### config.mk
export PLATFORM = sky130hd
export DESIGN_NAME = axi_demux_n
export DESIGN_NICKNAME = d
export VERILOG_FILES = /design/src/rtl/axi_demux_n.sv
export SDC_FILE = /design/constraint.sdc
export NUM_CORES = 1
export LEC_CHECK = 0
export ABC_CLOCK_PERIOD_IN_PS = 1900
export CAP_MARGIN = 15
export CORE_AREA = 2 2 137 139
export DETAILED_ROUTE_END_ITERATION = 8
export DIE_AREA = 0 0 139 141
export PLACE_DENSITY = 0.57
export SLEW_MARGIN = 20
export SYNTH_ARGS = -nofsm -noshare
export SYNTH_HDL_FRONTEND = slang
export SYNTH_SLANG_ARGS = --single-unit
export TNS_END_PERCENT = 10
### constraint.sdc
create_clock -name clk -period 1.9 [get_ports clk]
set_clock_uncertainty 0.2 [all_clocks]
set_input_delay 0.475 -clock clk [delete_from_list [all_inputs] [get_ports clk]]
set_output_delay 0.475 -clock clk [all_outputs]
set_load 0.005 [all_outputs]
### src/rtl/axi_demux_n.sv
// rtl/axi_demux_n.sv - AXI4-Stream 1-to-N packet demux with saturating drop counter
// Define AXI_DEMUX_OUT_REG_EN for a registered 2-entry skid buffer per master port.
module axi_demux_n #(
  parameter int                     C_AXIS_DATA_WIDTH = 64,
  parameter int                     C_NUM_PORTS       = 4,
  parameter int                     C_DEST_WIDTH      = 2,
  parameter logic [C_NUM_PORTS-1:0] C_ACTIVE_MASK     = {C_NUM_PORTS{1'b1}},
  parameter int                     C_CNT_WIDTH       = 16
) (
  input  logic                                     clk,
  input  logic                                     rst,
  input  logic [C_AXIS_DATA_WIDTH-1:0]             S_AXIS_TDATA,
  input  logic                                     S_AXIS_TVALID,
  input  logic                                     S_AXIS_TLAST,
  output logic                                     S_AXIS_TREADY,
  input  logic [C_DEST_WIDTH-1:0]                  dest,
  output logic [C_NUM_PORTS*C_AXIS_DATA_WIDTH-1:0] M_AXIS_TDATA,
  output logic [C_NUM_PORTS-1:0]                   M_AXIS_TVALID,
  output logic [C_NUM_PORTS-1:0]                   M_AXIS_TLAST,
  input  logic [C_NUM_PORTS-1:0]                   M_AXIS_TREADY,
  output logic [C_CNT_WIDTH-1:0]                   drop_count,
  output logic                                     busy
);
  localparam int W   = C_AXIS_DATA_WIDTH;
  localparam int N   = C_NUM_PORTS;
  localparam int EXT = 2**C_DEST_WIDTH;

  if (N > EXT) begin : g_dest_width_check
    $error("axi_demux_n: C_NUM_PORTS exceeds 2**C_DEST_WIDTH");
  end
  if (N < 1 || N > 16) begin : g_num_ports_check
    $error("axi_demux_n: C_NUM_PORTS must be within 1..16");
  end

  typedef enum logic [1:0] {IDLE, ROUTE, DROP} state_t;

  state_t                  state;
  logic [C_DEST_WIDTH-1:0] sel;
  logic [EXT-1:0]          active_ext;
  logic [EXT-1:0]          route_ready_ext;
  logic [N-1:0]            route_ready;
  logic [N-1:0]            port_sel;
  logic                    s_fire;
  logic                    skid_busy;

  // Widening to the full dest range makes out-of-range ports read as inactive.
  assign active_ext      = EXT'(C_ACTIVE_MASK);
  assign route_ready_ext = EXT'(route_ready);

  always_comb begin
    port_sel = '0;
    for (int i = 0; i < N; i++) begin
      port_sel[i] = (state == ROUTE) && (sel == C_DEST_WIDTH'(i));
    end
  end

  always_comb begin
    S_AXIS_TREADY = 1'b0;
    case (state)
      ROUTE:   S_AXIS_TREADY = route_ready_ext[sel];
      DROP:    S_AXIS_TREADY = 1'b1;
      default: S_AXIS_TREADY = 1'b0;
    endcase
  end

  assign s_fire = S_AXIS_TVALID && S_AXIS_TREADY;
  assign busy   = (state != IDLE) || skid_busy;

  always_ff @(posedge clk) begin
    if (rst) begin
      state      <= IDLE;
      sel        <= '0;
      drop_count <= '0;
    end else begin
      case (state)
        IDLE: begin
          // Waiting for empty skids keeps packets from different ports strictly ordered.
          if (S_AXIS_TVALID && !skid_busy) begin
            sel   <= dest;
            state <= active_ext[dest] ? ROUTE : DROP;
          end
        end
        ROUTE: begin
          if (s_fire && S_AXIS_TLAST) state <= IDLE;
        end
        DROP: begin
          if (s_fire && S_AXIS_TLAST) begin
            state <= IDLE;
            if (drop_count != '1) drop_count <= drop_count + C_CNT_WIDTH'(1);
          end
        end
        default: state <= IDLE;
      endcase
    end
  end

`ifdef AXI_DEMUX_OUT_REG_EN
  logic [N-1:0] skid_nonempty;

  for (genvar i = 0; i < N; i++) begin : g_skid
    logic [1:0]   cnt;
    logic [W-1:0] d0, d1;
    logic         l0, l1;
    logic         push, pop;

    assign push = port_sel[i] && S_AXIS_TVALID && S_AXIS_TREADY;
    assign pop  = (cnt != 2'd0) && M_AXIS_TREADY[i];

    always_ff @(posedge clk) begin
      if (rst) begin
        cnt <= 2'd0;
      end else begin
        case ({push, pop})
          // Simultaneous push/pop only happens with one entry held.
          2'b11: begin
            d0 <= S_AXIS_TDATA;
            l0 <= S_AXIS_TLAST;
          end
          2'b10: begin
            if (cnt == 2'd0) begin
              d0 <= S_AXIS_TDATA;
              l0 <= S_AXIS_TLAST;
            end else begin
              d1 <= S_AXIS_TDATA;
              l1 <= S_AXIS_TLAST;
            end
            cnt <= cnt + 2'd1;
          end
          2'b01: begin
            d0  <= d1;
            l0  <= l1;
            cnt <= cnt - 2'd1;
          end
          default: ;
        endcase
      end
    end

    assign route_ready[i]          = (cnt != 2'd2);
    assign skid_nonempty[i]        = (cnt != 2'd0);
    assign M_AXIS_TVALID[i]        = (cnt != 2'd0);
    assign M_AXIS_TLAST[i]         = l0;
    assign M_AXIS_TDATA[i*W +: W]  = d0;
  end

  assign skid_busy = |skid_nonempty;
`else
  assign route_ready   = M_AXIS_TREADY;
  assign skid_busy     = 1'b0;
  assign M_AXIS_TDATA  = {N{S_AXIS_TDATA}};
  assign M_AXIS_TLAST  = {N{S_AXIS_TLAST}};
  assign M_AXIS_TVALID = port_sel & {N{S_AXIS_TVALID}};
`endif

endmodule

# == Yosys cells after proc, flatten, opt, wreduce, memory -nomap -nowiden ==
# Index checks and enable logic that the tools add are counted.
# word_totals
inputBits,74
ff_bits,20
output_inout_bits,282
elab_cells,37
# classes
addsub,1
magnitude_cmp,2
reduce_logical,13
mux,9
n_bitwise,1
n_eq_ne,8
# op_table
cell,count
$add 16x1->16 const B,1
$ne 16x16->1 const B,1
$eq 2x2->1 const B,3
$logic_and 1x1->1,6
$lt 2x3->1 const B,2
$mux 2,3
$and 4x4->4,1
$bmux 1 s2,2
$eq 2x1->1 const B,2
$logic_not 2->1,2
$pmux 2 s2,1
$reduce_and 2->1,2
$reduce_and 3->1,1
$mux 1,2
$ne 2x1->1 const B,1
$ne 2x2->1 const B,1
$pmux 1 s2,1
$reduce_bool 2->1,1
$reduce_or 2->1,1

# == Logic depth before layout (Yosys ltp) ==
# Gate-level depths: netlist (run 1).
# depth
ltp_word,7
depth_mapped,3
ltp_nobuf,3

# == Least setup slack after synthesis (run 1) ==
# No wires, ideal clock.
# synth_path
path_kind,input to output
startpoint,in M_AXIS_TREADY[3]
endpoint,out S_AXIS_TREADY
cell_stages,2
t_required_ps,1225
setup_slack_ps,80
path_buffers,0
arrival_ps,1145
cell_sequence,mux4_2 -> and2_2
# synth_between
elab_chain_len,3
# synth_lines
element,line_no,rtl
start: declaration,20,"input logic [C_NUM_PORTS-1:0] M_AXIS_TREADY,"
$bmux 1 s2,60,ROUTE: S_AXIS_TREADY = route_ready_ext[sel];
$mux 1 (not written as such),60,
$pmux 1 s2,59,case (state)
end: declaration,15,"output logic S_AXIS_TREADY,"
# No other way between the ends. The select of a mux whose other input is x is not followed.

# == Worst setup path in the final report (run 1) ==
# layout_path
startpoint,reg sel[0]
endpoint,out S_AXIS_TREADY
# layout_between
elab_chain_len,3
# layout_lines
element,line_no,rtl
start: declaration,38,logic [C_DEST_WIDTH-1:0] sel;
start signal: assignment,79,sel <= dest;
$bmux 1 s2,60,
$mux 1 (not written as such),60,
$pmux 1 s2,59,
# No other way between the ends. The select of a mux whose other input is x is not followed.

==> results of run 1 <==
==> final cells by class <==
| cell class | count | area [um^2] | area share, % |
|---|---|---|---|
| timing repair buffer | 25 | 210.2 | 25.57 |
| sequential | 3 | 61.31 | 7.458 |
| inverter | 1 | 3.754 | 0.4566 |
| multi-input combinational | 31 | 175.2 | 21.31 |
| tap | 234 | 292.8 | 35.62 |
| clock buffer | 4 | 78.83 | 9.589 |
==> worst max path at each step <==
stage                              from          endpoint  depth (start not counted)
floorplan              M_AXIS_TREADY[3]     S_AXIS_TREADY                          2
global placement       M_AXIS_TREADY[0]     S_AXIS_TREADY                          4
detailed placement     M_AXIS_TREADY[0]     S_AXIS_TREADY                          4
CTS                       S_AXIS_TVALID  M_AXIS_TVALID[1]                          4
global route        sel[0]$_SDFFE_PP0P_     S_AXIS_TREADY                          3
finish              sel[0]$_SDFFE_PP0P_     S_AXIS_TREADY                          3
==> tightest hold or removal path, stage by stage (launching register included) <==
cell	delay [ns]
dfxtp_2	0.33
buf_4	0.12
mux2i_1	0.06
nor2_1	0.07
==> cell families after synthesis <==
family / after synthesis
AND/OR/NAND/NOR: 10
flip-flops: 3
multiplexers: 3
buffers and inverters: 277
AO/OA/AOI/OAI: 2
other: 1
==> sequential cells by signal, indices dropped and copies added (netlist names) <==
| name | count |
|---|---|
| sel | 2 |
| state | 1 |
==> cell usage in the layout (no fill, tap or decap), types with 2 or more instances in the layout <==
cell type	netlist	routed
buf_2	0	4
buf_4	276	6
clkbuf_16	0	3
clkdlybuf4s50_1	0	4
conb_1	1	16
dfxtp_1	3	2
dlygate4sd2_1	0	8
mux2i_1	2	2
nor2_1	4	4
nor3_1	2	2
==> where the power goes <==
group / total, uW / switching, uW / internal, uW
registers: 72.6 / 4.51 / 68.1
logic: 74.0 / 29.8 / 44.2
clock network: 335 / 58.2 / 277
total: 482 / 92.5 / 389
==> metal layers <==
| metal | up-vias | global-route usage (%) |
|---|---|---|
| li1 | 142 | - |
| met1 | 140 | 0.8811 |
| met2 | 148 | 2.722 |
| met3 | 89 | 3.601 |
| met4 | 0 | 6.220 |
| met5 | - | 0 |
==> Yosys cell counts <==
cell type and n:
a41oi_2 1, and2_2 1, buf_4 276, conb_1 1, dfxtp_1 3, inv_1 1
mux2i_1 2, mux4_2 1, nand2_1 1, nand3_1 1, nor2_1 4, nor2b_1 1
nor3_1 2, o21bai_1 1
==> what timing repair did <==
item,CTS,global route
hold endpoints to repair,0,0
endpoints found under the setup margin,9,3
gates resized for setup,31,1
pin swaps,0,1
==> metrics by stage <==
step                      utilization [%]  area [um^2]  std cells
final                               4.500        822.0        298
after global routing                4.500        822.0        298
after CTS                           4.486        819.5        298
after detailed placement            4.192        765.7        294
after global placement              4.192        765.7        294
after floorplan                         -         2310        311
==> impl_metrics.env, run 1 <==
export IMPL_status="finished with violations"
export IMPL_arrival_ns=1.33
export IMPL_fin_setup_tns_ns=-0.1092
export IMPL_synth_xor_area_share_pct=0
export IMPL_path_max_fanout=2
export IMPL_drive_above_1_share_pct=29.69
export IMPL_grt_pass1_vias=532
export IMPL_grt_use_total_pct=2.657
export IMPL_dr_pass1_iters=2
export IMPL_drc_errors=0
export IMPL_clkTransAtPathRegs_ns=0.03
export IMPL_clk_latency_ns=0.22
export IMPL_synthSimpleGateAreaFrac_pct=2.110
export IMPL_top_layer="met4"
export IMPL_power_density_mw_per_mm2=586.2
export IMPL_hold_viol=0
export IMPL_ios=356
export IMPL_wl_um=2915
export IMPL_worst_slack_ns=-0.1092
export IMPL_slew_violations=0
export IMPL_cp_required_ns=1.22
export IMPL_wl_met2_um=1026
export IMPL_min_path_cells=3
export IMPL_postRouteAntennaNets=0
export IMPL_cts_sinks=3
export IMPL_ir_drop_uv=243.0
export IMPL_fmax_mhz=497.7
export IMPL_n_antenna_cell=0
export IMPL_synth_compound_area_share_pct=1.055
export IMPL_core_mm2=0.01827
export IMPL_vias=519
export IMPL_nNetsFinal=139
export IMPL_hold_end="sel[0]$_SDFFE_PP0P_"
export IMPL_routed_wl_met3_um=938
export IMPL_violations="negative setup slack"
export IMPL_htreeDepth=1
export IMPL_die_x_um=139
export IMPL_critical_path_max_stage_delay_ns=0.51
export IMPL_cts_buffer_depth=2
export IMPL_routedWlPerCell_um=9.782
export IMPL_gp_routability_congestion=0.6397
export IMPL_worstSetupStartpointType="register"
export IMPL_ys_types=14
export IMPL_hold_slack_ns=0.4171
export IMPL_cts_tree="yes"
export IMPL_yosys_area_share_adder_pct=0
export IMPL_synth_area_leaders="buf_4, dfxtp_1, mux4_2, mux2i_1, a41oi_2"
export IMPL_reg2regPathDepth=3
export IMPL_dieArea_mm2=0.01960
export IMPL_seq_area_frac_synth_pct=2.665
export IMPL_dp_hpwl_um=2413
export IMPL_ys_ff_latch=3
export IMPL_setup_violations=1
export IMPL_critPathBufInv=1
export IMPL_cts_setup_buffers=0
export IMPL_cts_root_buf="clkbuf_16"
export IMPL_layout_worst_path_cycle_share_pct=105.7
export IMPL_portBuffers=19
export IMPL_min_from="sel[0]$_SDFFE_PP0P_"
export IMPL_fin_crit_ns=2.009
export IMPL_leakagePower_uw=0.0002984
export IMPL_yosys_area_top_type="buf_4"
export IMPL_p_total_uw=481.8
export IMPL_avgSynthCellArea_um2=7.613
export IMPL_grt_max_degree=7
export IMPL_yosys_warnings=0
export IMPL_vias_per_cell=1.742
export IMPL_areaGrowthSynthToFinish_pct=-63.52
export IMPL_cap_violations=0
export IMPL_rsz0062_at_grt="yes"
export IMPL_wl_met1_um=326
export IMPL_synth_top_family_by_area="buffers and inverters"
export IMPL_synth_top_area_share_pct=91.95
export IMPL_num_rows=50
export IMPL_cp_top_family="multiplexers"
export IMPL_syn_instance_count=296
export IMPL_regToRegStartpoint="sel[0]$_SDFFE_PP0P_"
export IMPL_antenna_found_initial=0
export IMPL_critical_path_class="register to output pin"
export IMPL_drt_initial_drc_count=16
export IMPL_cp_slowest_cell="mux4_2"
export IMPL_initial_utilization_pct=12.34
export IMPL_grt_pass1_wl_um=3781
export IMPL_holdCritPathClass="register to register"
export IMPL_die_y_um=141
export IMPL_muxShareOfSynthArea_pct=1.888
export IMPL_r2r_end="state[0]$_SDFFE_PP0P_"
export IMPL_synth_area_mm2=0.002253
export IMPL_place_ws_ns=-0.7805
export IMPL_cts_hold_buf=0
export IMPL_grt_remaining_overflow=0
export IMPL_end_kind="output pin"
export IMPL_n_fill_cell=2190
export IMPL_rrSetupSlack_ns=0.47
export IMPL_path_cells="mux4_2, and2_4, buf_6"
export IMPL_numCtsBuffers=3
Power figures use the tool's default switching activity.
==> run 2, diff against run 1 <==
--- a/config.mk
+++ b/config.mk
@@ -5,9 +5,9 @@
 export SDC_FILE = /design/constraint.sdc
 export NUM_CORES = 1
 export LEC_CHECK = 0
-export ABC_CLOCK_PERIOD_IN_PS = 1900
 export CAP_MARGIN = 15
 export CORE_AREA = 2 2 137 139
+export CTS_BUF_LIST = sky130_fd_sc_hd__clkbuf_16
 export DETAILED_ROUTE_END_ITERATION = 8
 export DIE_AREA = 0 0 139 141
 export PLACE_DENSITY = 0.57
==> run 2 against run 1 <==
The run still ends with negative setup slack left; non-clock buffer count is the same; sequential share of layout area is the same; total power shrank 1.1%; global-route usage is the same; sequential power is essentially flat; combinational power is essentially flat; hold slack is essentially flat; critical path type unchanged.
==> impl_metrics.env, run 2 (synthesized netlist as in run 1, its figures left out) <==
export IMPL_nNetsFinal=139
export IMPL_postRouteAntennaNets=0
export IMPL_dieArea_mm2=0.01960
export IMPL_drive_above_1_share_pct=29.69
export IMPL_status="finished with violations"
export IMPL_dp_cells=294
export IMPL_core_mm2=0.01827
export IMPL_slew_violations=0
export IMPL_die_y_um=141
export IMPL_dr_pass1_iters=2
export IMPL_fmax_mhz=497.6
export IMPL_drt_initial_drc_count=16
export IMPL_clk_latency_ns=0.22
export IMPL_grt_remaining_overflow=0
export IMPL_cts_sinks=3
export IMPL_layout_commonest_cell="conb_1"
export IMPL_ir_drop_uv=238.4
export IMPL_place_area_um2=765.7
export IMPL_die_x_um=139
export IMPL_use_met1_pct=0.8811
export IMPL_wl_um=2914
export IMPL_portBuffers=19
export IMPL_cts_tree="yes"
export IMPL_grt_max_degree=7
export IMPL_regMostFlops="sel"
export IMPL_initial_utilization_pct=12.34
export IMPL_fin_crit_ns=2.009
export IMPL_n_antenna_cell=0
export IMPL_cts_hold_buf=0
export IMPL_worstSetupStartpointType="register"
export IMPL_ios=356
export IMPL_use_met3_pct=3.601
export IMPL_arrival_ns=1.33
export IMPL_cts_root_buf="clkbuf_16"
export IMPL_vias_per_cell=1.742
export IMPL_hold_viol=0
export IMPL_vias=519
export IMPL_n_fill_cell=2190
export IMPL_worst_slack_ns=-0.1095
export IMPL_grt_pass1_vias=532
export IMPL_use_met2_pct=2.722
export IMPL_cts_buffer_depth=2
export IMPL_final_area_um2=822.0
export IMPL_grt_pass1_wl_um=3781
export IMPL_setup_violations=1
export IMPL_leakagePower_uw=0.0003025
export IMPL_dp_hpwl_um=2413
export IMPL_cp_required_ns=1.22
export IMPL_power_density_mw_per_mm2=579.8
export IMPL_holdCritPathClass="register to register"
export IMPL_areaGrowthSynthToFinish_pct=-63.52
export IMPL_drc_errors=0
export IMPL_violations="negative setup slack"
export IMPL_layout_worst_path_cycle_share_pct=105.8
export IMPL_layout_common_cells="conb_1, dlygate4sd2_1, buf_4"
export IMPL_busiest_layer="met4"
export IMPL_utilization_pct=4.500
export IMPL_path_max_fanout=2
export IMPL_num_rows=50
export IMPL_place_ws_ns=-0.7805
export IMPL_cap_violations=0
export IMPL_antenna_found_initial=0
export IMPL_gp_routability_congestion=0.6397
export IMPL_routedWlPerCell_um=9.779
export IMPL_critical_path_class="register to output pin"
export IMPL_clkTransAtPathRegs_ns=0.03
export IMPL_rsz0062_at_grt="yes"
export IMPL_numCtsBuffers=3
export IMPL_largest_reg_flops=2
export IMPL_largestRegisters="sel (2), state (1)"
export IMPL_final_cells=298
export IMPL_htreeDepth=1
export IMPL_grt_use_total_pct=2.657
export IMPL_end_kind="output pin"
run 2: changes by cell type in the layout (fill, tap and decap cells not counted), sizes merged:
cell,delta
clkbuf,-1
inv,+1
run 2: cell type report:
type                       instances  area (um^2)  share of cell area [%]
clock buffer                       3        75.07                   9.132
clock inverter                     1        3.754                  0.4566
inverter                           1        3.754                  0.4566
multi-input combinational         31        175.2                   21.31
sequential                         3        61.31                   7.458
tap                              234        292.8                   35.62
timing repair buffer              25        210.2                   25.57
run 2: power by group:
part	internal, uW	switching, uW
Combinational	44.2	29.8
Clock	271	58.5
Sequential	68.1	4.51
Total	384	92.8
run 2: path summary, 6_finish.rpt:
| check | slack [ns] | cells past startpoint | to | from |
|---|---|---|---|---|
| worst max-delay path | -0.11 | 3 | S_AXIS_TREADY | sel[0]$_SDFFE_PP0P_ |
| worst min-delay path | 0.42 | 3 | sel[0]$_SDFFE_PP0P_ | sel[0]$_SDFFE_PP0P_ |
| worst max register to register | 0.47 | 3 | state[0]$_SDFFE_PP0P_ | sel[0]$_SDFFE_PP0P_ |
| worst min register to register | 0.42 | 3 | sel[0]$_SDFFE_PP0P_ | sel[0]$_SDFFE_PP0P_ |
run 2: per-layer routing:
metal,wire length [um],vias to the layer above
li1,-,142
met1,326,140
met2,1026,148
met3,938,89
met4,623,0
met5,0,-
run 2: repair_timing:
| action | CTS | global route |
|---|---|---|
| resized for setup | 31 | 1 |
| pin swaps | 0 | 1 |
| buffers inserted | 0 | 0 |
| endpoints found under the setup margin | 9 | 3 |
run 2: critical path, stage by stage (launching register included):
cell     delay (ns)
dfxtp_2        0.33
mux4_2         0.51
and2_4         0.17
buf_6          0.10
run 2: per-stage QoR:
step           hold slack [ns]  setup TNS [ns]  power [uW]
2_1_floorplan           0.3044               0       566.4
3_3_place_gp            0.4300          -4.240       155.6
3_5_place_dp            0.4347          -4.211       155.8
4_1_cts                 0.4247         -0.2992       482.0
5_1_grt                 0.4566         -0.1425       496.9
6_report                0.4171         -0.1095       476.6
